==> src/rtl/expr_tokenizer.sv <==
// ASCII character stream to number/operator token stream for the expression parser.
// Optional sticky error flag (illegal char, accumulation overflow): define EXPR_TOKENIZER_ERR_EN.
module expr_tokenizer #(
   parameter int DATA_W = 32,
   parameter int CHAR_W = 8
) (
   input  logic              CLK,
   input  logic              RST,
   input  logic              char_stb,
   input  logic [CHAR_W-1:0] char_data,
   output logic              char_ack,
   output logic              tok_stb,
   output logic [DATA_W-1:0] tok_data,
   output logic              tok_is_operator,
   input  logic              tok_ack,
   output logic              expr_done,
   output logic              err
);

   typedef enum logic [2:0] {S_IDLE, S_NUM, S_EMIT_NUM, S_EMIT_OP, S_DONE} state_t;

`ifdef EXPR_TOKENIZER_ERR_EN
   localparam int XW = DATA_W + 4;  // headroom to see the carry out of acc*10+digit
`else
   localparam int XW = DATA_W;
`endif

   state_t            state, state_nxt;
   logic [DATA_W-1:0] acc, acc_nxt;
   logic [DATA_W-1:0] tok_q, tok_nxt;
   logic              tok_op_q, tok_op_nxt;
   logic [CHAR_W-1:0] pend_op, pend_op_nxt;
   logic              pend_op_vld, pend_op_vld_nxt;
   logic              pend_term, pend_term_nxt;
   logic              take;
   logic              is_digit, is_op, is_ws, is_term;
   logic [3:0]        digit;
   logic [XW-1:0]     acc_ext, acc_step;

   assign digit    = char_data[3:0];
   assign acc_ext  = XW'(acc);
   assign acc_step = (acc_ext << 3) + (acc_ext << 1) + XW'(digit);

   always_comb begin
      is_digit = 1'b0;
      is_op    = 1'b0;
      is_ws    = 1'b0;
      is_term  = 1'b0;
      case (char_data)
         CHAR_W'(8'h30), CHAR_W'(8'h31), CHAR_W'(8'h32), CHAR_W'(8'h33), CHAR_W'(8'h34),
         CHAR_W'(8'h35), CHAR_W'(8'h36), CHAR_W'(8'h37), CHAR_W'(8'h38), CHAR_W'(8'h39):
            is_digit = 1'b1;
         CHAR_W'(8'h2B), CHAR_W'(8'h2D), CHAR_W'(8'h2A), CHAR_W'(8'h2F),
         CHAR_W'(8'h28), CHAR_W'(8'h29):
            is_op = 1'b1;
         CHAR_W'(8'h20), CHAR_W'(8'h09), CHAR_W'(8'h0A), CHAR_W'(8'h0D):
            is_ws = 1'b1;
         CHAR_W'(8'h3D):
            is_term = 1'b1;
         default: ;
      endcase
   end

   // Reset gates char_ack so nothing is handshaken while RST is held low.
   assign char_ack        = RST && (state == S_IDLE || state == S_NUM);
   assign take            = char_stb && char_ack;
   assign tok_stb         = (state == S_EMIT_NUM) || (state == S_EMIT_OP);
   assign tok_data        = tok_q;
   assign tok_is_operator = tok_op_q;
   assign expr_done       = (state == S_DONE);

   always_ff @(posedge CLK or negedge RST) begin
      if (!RST) state <= S_IDLE;
      else      state <= state_nxt;
   end

   always_comb begin
      state_nxt       = state;
      acc_nxt         = acc;
      tok_nxt         = tok_q;
      tok_op_nxt      = tok_op_q;
      pend_op_nxt     = pend_op;
      pend_op_vld_nxt = pend_op_vld;
      pend_term_nxt   = pend_term;
      case (state)
         S_IDLE: begin
            if (take) begin
               if (is_digit) begin
                  acc_nxt   = DATA_W'(digit);
                  state_nxt = S_NUM;
               end else if (is_op) begin
                  tok_nxt    = DATA_W'(char_data);
                  tok_op_nxt = 1'b1;
                  state_nxt  = S_EMIT_OP;
               end else if (is_term) begin
                  state_nxt = S_DONE;
               end
            end
         end
         S_NUM: begin
            if (take) begin
               if (is_digit) begin
                  acc_nxt = acc_step[DATA_W-1:0];
               end else begin
                  // Any non-digit closes the number; remember what closed it.
                  tok_nxt         = acc;
                  tok_op_nxt      = 1'b0;
                  pend_op_nxt     = char_data;
                  pend_op_vld_nxt = is_op;
                  pend_term_nxt   = is_term;
                  state_nxt       = S_EMIT_NUM;
               end
            end
         end
         S_EMIT_NUM: begin
            if (tok_ack) begin
               if (pend_op_vld) begin
                  tok_nxt         = DATA_W'(pend_op);
                  tok_op_nxt      = 1'b1;
                  pend_op_vld_nxt = 1'b0;
                  state_nxt       = S_EMIT_OP;
               end else if (pend_term) begin
                  pend_term_nxt = 1'b0;
                  state_nxt     = S_DONE;
               end else begin
                  state_nxt = S_IDLE;
               end
            end
         end
         S_EMIT_OP: if (tok_ack) state_nxt = S_IDLE;
         S_DONE:    state_nxt = S_IDLE;
         default:   state_nxt = S_IDLE;
      endcase
   end

   always_ff @(posedge CLK or negedge RST) begin
      if (!RST) begin
         acc         <= '0;
         tok_q       <= '0;
         tok_op_q    <= 1'b0;
         pend_op     <= '0;
         pend_op_vld <= 1'b0;
         pend_term   <= 1'b0;
      end else begin
         acc         <= acc_nxt;
         tok_q       <= tok_nxt;
         tok_op_q    <= tok_op_nxt;
         pend_op     <= pend_op_nxt;
         pend_op_vld <= pend_op_vld_nxt;
         pend_term   <= pend_term_nxt;
      end
   end

`ifdef EXPR_TOKENIZER_ERR_EN
   logic err_q, err_set, ovf;

   assign ovf     = |acc_step[XW-1:DATA_W];
   assign err_set = take && ((!is_digit && !is_op && !is_ws && !is_term) ||
                             (state == S_NUM && is_digit && ovf));

   always_ff @(posedge CLK or negedge RST) begin
      if (!RST)        err_q <= 1'b0;
      else if (err_set) err_q <= 1'b1;
   end
   assign err = err_q;
`else
   assign err = 1'b0;
`endif

endmodule

==> config.mk <==
export PLATFORM = sky130hd
export DESIGN_NAME = expr_tokenizer
export DESIGN_NICKNAME = d
export VERILOG_FILES = /design/src/rtl/expr_tokenizer.sv
export SDC_FILE = /design/constraint.sdc
export NUM_CORES = 1
export LEC_CHECK = 0
export CELL_PAD_IN_SITES_DETAIL_PLACEMENT = 0
export CELL_PAD_IN_SITES_GLOBAL_PLACEMENT = 1
export CORE_ASPECT_RATIO = 0.7
export CORE_MARGIN = 1.5
export CORE_UTILIZATION = 35
export CTS_CLUSTER_DIAMETER = 100
export CTS_CLUSTER_SIZE = 28
export DETAILED_ROUTE_END_ITERATION = 12
export PLACE_DENSITY = 0.71
export SLEW_MARGIN = 20
export SYNTH_ARGS = -nofsm -noshare
export SYNTH_HDL_FRONTEND = slang
export SYNTH_SLANG_ARGS = --single-unit
export TNS_END_PERCENT = 30
==> constraint.sdc <==
create_clock -name CLK -period 4.35 [get_ports CLK]
set_input_delay 0.435 -clock CLK [delete_from_list [all_inputs] [get_ports CLK]]
set_output_delay 0.435 -clock CLK [all_outputs]
set_load 0.05 [all_outputs]
Word-level counts from Yosys, hierarchy flattened
Cells that the tools add are included.
- register bits after elaboration: 78
- bits of input ports: 12
- output and inout bits: 37
- logic and storage cells: 103
- add/subtract/negate cells: 2
- equality and inequality tests: 33
- mux-type cells: 44
- bitwise logic cells: 1
- reductions and logical operators: 16
- operator list (kind ; count):
    32-bit 2-to-1 mux ; 11
    8-bit by 6-bit == test with 1-bit output, second input constant ; 17
    32-bit one-hot mux with 3 select lines ; 1
    32-bit one-hot mux with 2 select lines ; 1
    32-bit adder ; 1
    32-bit by 4-bit adder with 32-bit output ; 1
    3-bit 2-to-1 mux ; 10
    2-bit != test, second input constant ; 11
    1-bit 2-to-1 mux ; 17
    3-bit one-hot mux with 4 select lines ; 1
    5-bit AND reduction ; 2
    10-bit OR reduction ; 1
    8-bit AND reduction ; 1
    3-bit by 2-bit == test with 1-bit output, second input constant ; 2
    6-bit AND reduction ; 1
    6-bit OR reduction ; 1
    4-bit != test, second input constant ; 1
    1-bit one-hot mux with 2 select lines ; 2
    4-bit AND reduction ; 1
    2-bit nonzero test ; 2
    3-bit by 1-bit == test with 1-bit output, second input constant ; 1
    3-bit == test, second input constant ; 1
    3-bit zero test ; 1
    1-bit one-hot mux with 3 select lines ; 1
    other kinds (5) ; 7

Logic depth before layout (Yosys ltp)
- depth in word-level cells: 7
- depth in mapped cells: 12

Worst setup path before layout
No wires, ideal clock.
- path kind: in2reg
- from: input char_data[3]
- to: register acc[26]
- data arrival time: 2.853 ns
- slack: 1.364 ns
- cell stages on the path: 11
- path buffers: 0
- cells stage by stage: inv_1 -> fa_1 -> fa_1 -> and2b_1 -> o2111ai_2 -> nand2_1 -> a31oi_2 -> o41a_1 -> a31oi_1 -> or4b_1 -> nand3_1
- cells in the longest elaborated chain, start to end: 5
- RTL lines (element ; RTL line ; source):
    from (decl) ; 10 ; input logic [CHAR_W-1:0] char_data,
    branches (longest 5 deep; another with 32-bit by 4-bit adder with 32-bit output) ; - ;
    to (signal assigned) ; 145 ; acc <= acc_nxt;
    to (decl) ; 29 ; logic [DATA_W-1:0] acc, acc_nxt;
Parallel ways; which one is timed is not known. The select of a mux whose other input is x is not followed.
A chain may end at the register's enable or synchronous reset.

Final worst setup path
Ends and elaborated chain as after synthesis.

==> impl_results.md <==
* Status: complete, no violations
* WL/cell at ~16 um
* Worst-Margin Slew at about 0.7 ns
* Share of layout cells above drive strength 1 at 0.0669
* First-pass GRT wire length at 22300 um
* Post-Syn Instances at 584
* Syn_nets at between 600 and 700
* Mux cell area share after synthesis at 0.0215
* Register bit total from synthesis at 78
* Initial antenna violation count at 0
* Max_slew headroom at 0.527
* NumNets Final at 695
* Final setup violation count at 0
* Switch share at 0.416
* Clock latency at the later pin of the worst-skew pair at approximately 0.34 ns
* YS warnings at 0
* Worst path max stage delay at roughly 0.59 ns
* Gr ovfl total at 0
* Filler Cell Count at ~1400
* Total power per unit cell area at around 480 nW/um^2
* Routability Congestion at around 0.86
* Die Y-Extent at 105 um
* Setup bufs post-CTS at 0
* Synthesis-to-finish area growth at 18.2%
* Die Wd at roughly 150 um
* Switching pwr at approximately 0.0012 W
* Initial core utilization at 0.365
* Clock Tree Root: clkbuf_16
* Min cycle time layout at 3.60 ns
* Synth Area in Simple Gates at 0.169
* Die area at between 15000 and 20000 um^2
* Synth Area in Compound Gates at 0.205
* Clk pwr share at 0.265
* IO Count at about 50
* Largest net degree at the start of global routing at 44
* Synth Flop Type: dfrtp_1
* Row count at 36
* Syn Std Cell Area at 5170 um^2
* Number of routed nets with antenna violations at 0
* Setup TNS at 0 ns
* Internal power at 0.00170 W
* Dpl hpwl at approximately 10000 um
* Detail-routed via count per cell at approximately 5.3
* Total track usage at 0.179
* Crit path cell chain: clkdlybuf4s50_1 -> inv_1 -> fa_1 -> fa_1 -> and2b_1 -> o2111ai_2 -> nand2_1 -> a31oi_2 -> o41a_1 -> a31oi_1 -> or4b_1 -> nand3_1
* Final hold vios at 0
* Fmax achieved at approximately 280 MHz
* Crit path DAT at between 3 and 4 ns
* Worst-path clk slew at around 0.070 ns
* Remaining DRCs at 0
* Synth unique cells at 63
* Routed WL at approximately 13000 um
* Setup crit start kind: input port
* CP Capture Type: register
* Hold buffers post-CTS at 0
* XOR/XNOR Fraction of Synth Area at 0.0457
* Critical Path Most Common Cell: fa_1
* Power share of the sequential group at 0.336
* Via count at ~4400
* Fin crit share at 0.827
* Seq/Total Area, Yosys at 0.377
* Post-synth ARST share at 1.00
* Max-cap violations at 0
* Combinational Power Share at 0.399
* CTS Buffer Depth at 2
* Most frequent cells in the layout: 114 x nand2_1, 78 x dfrtp_1, 72 x o21ai_0
* Crit-path slowest cell: clkdlybuf4s50_1
* Antenna Cells at 0
* CTS H-tree lvls at 3
* Max Slew Vio Count at 0
* DR pass1 iterations at 5
* Vias in the first global route at 4198
* VDD IR max at between 0.3 and 0.4 mV
* Post-synth EDFFs at 0
* Post-Synth Adder-Cell Area at 0.148
* Leak at ~2.8 nW
* Worst hold path type: in2async
* TritonCTS Buffers at 9
* Syn Area/Cell at 8.86 um^2
* Final core occ at 0.431
* PortBufs at between 40 and 50
* RSZ-0062 raised after global routing: no
* DR iter-0 viols at 305
* TritonCTS clock tree: built
* Final Power at 0.00291 W
* Core box area at between 10000 and 15000 um^2
* Clk sinks at 78
* Largest family of logic cells by synthesized area: compound AO/OA/AOI/OAI gates
* WS Path Type: in2reg
* Max Clock Skew at between 0.01 and 0.015 ns
* Critical path required time at 4.56 ns
* Commonest non-fill, non-tap cell in the layout: nand2_1
* CTS resizes at 0
* Worst-path fanout max at 7
critical path: cells and delay by family:
family / cells / cell delay, ns
adders and majority gates: 2 / 0.99
buffers and inverters: 2 / 0.69
and+or+nand+nor: 4 / 0.67
AOI/OAI and AO/OA: 4 / 1.03
stage by stage:
stage / cell area [um^2] / std cells / worst slack, ns / hold WS [ns]
after CTS: 6120 / 818 / 0.817 / 0.0882
after floorplan: 5170 / 584 / 1.36 / 0.139
final: 6120 / 818 / 0.752 / 0.0659
after global routing: 6120 / 818 / 0.574 / 0.110
after global placement: 5820 / 802 / 0.587 / 0.455
after detailed placement: 5820 / 802 / 0.471 / 0.462
kinds of logic (layout without fill, tap and decap cells):
group	Yosys count	count (layout)
flip-flops	78	78
adder cells (fa/ha/maj)	60	60
XOR/XNOR	27	27
AND/OR/NAND/NOR	188	188
other	1	1
buffers and inverters	42	86
multiplexers	10	10
AO/OA/AOI/OAI	178	178
cell usage after synthesis (all sizes together), types with 2 or more instances:
cell    count  share of area
o41ai       2         0.0034
dfrtp      78           0.38
or4b        2         0.0046
a21o       10          0.015
o31ai       5         0.0073
o21a        2         0.0029
nor3b       3         0.0053
o22ai       2         0.0036
nor4        3         0.0036
nand4       6         0.0073
clkbuf     15          0.011
and3        3         0.0036
or3         3         0.0046
and2        4         0.0048
nand3       8         0.0087
nand2     115          0.083
a31oi       5         0.0073
nand2b      4         0.0048
a22o        7          0.012
a211oi      5         0.0073
nor2       25          0.022
inv        17          0.012
o21bai      2         0.0029
xor2       12          0.020
xnor2      15          0.025
ha         58           0.14
fa          2         0.0077
mux2        9          0.020
a21oi      44          0.043
o21ai      82          0.079
nor3        3         0.0029
o211ai      4         0.0058
nor2b       2         0.0024
buf        10          0.010
sequential cells by signal, indices dropped and copies added, names as in the netlist:
name             count
acc                 32
state                3
pend_term            1
tok_data            32
tok_is_operator      1
pend_op              8
pend_op_vld          1
power groups by stage:
stage          sequential [W]  clock [W]  combinational (W)
6_report             0.000979   0.000770            0.00116
5_1_grt               0.00100   0.000817            0.00124
4_1_cts              0.000984   0.000787            0.00117
3_5_place_dp         0.000997          0            0.00117
3_3_place_gp         0.000989          0            0.00116
2_1_floorplan         0.00150          0           0.000240
area by class of cell:
type                    instances  area (um^2)  share of cell area
clock buffers                  10          229              0.0374
clock inverters                 6         70.1              0.0115
inverters                      17         63.8              0.0104
multi-input cells             464         3050               0.499
flip-flops and latches         78         1950               0.319
well taps                     190          238              0.0389
repair buffers                 53          513              0.0839
path summary, 6_finish.rpt:
check | cells past startpoint | startpoint | slack [ns] | endpoint
max | 12 | char_data[3] | 0.75 | acc[26]
min | 1 | RST | 0.07 | pend_op_vld
max reg2reg | 11 | acc[0] | 1.08 | acc[26]
min reg2reg | 2 | tok_data[20] | 0.48 | tok_data[20]
max in group asynchronous | 2 | RST | 3.35 | tok_data[14]
min in group CLK | 2 | tok_data[20] | 0.48 | tok_data[20]
metal layers:
metal,vias to the layer above,share of wire,wire (um),track usage
li1,2168,-,-,-
met1,2099,0.55,7260,0.283
met2,91,0.39,5160,0.244
met3,15,0.041,533,0.0380
met4,0,0.012,161,0.0424
met5,-,0,0,0
Note: power is estimated with default switching activity, not from simulation.
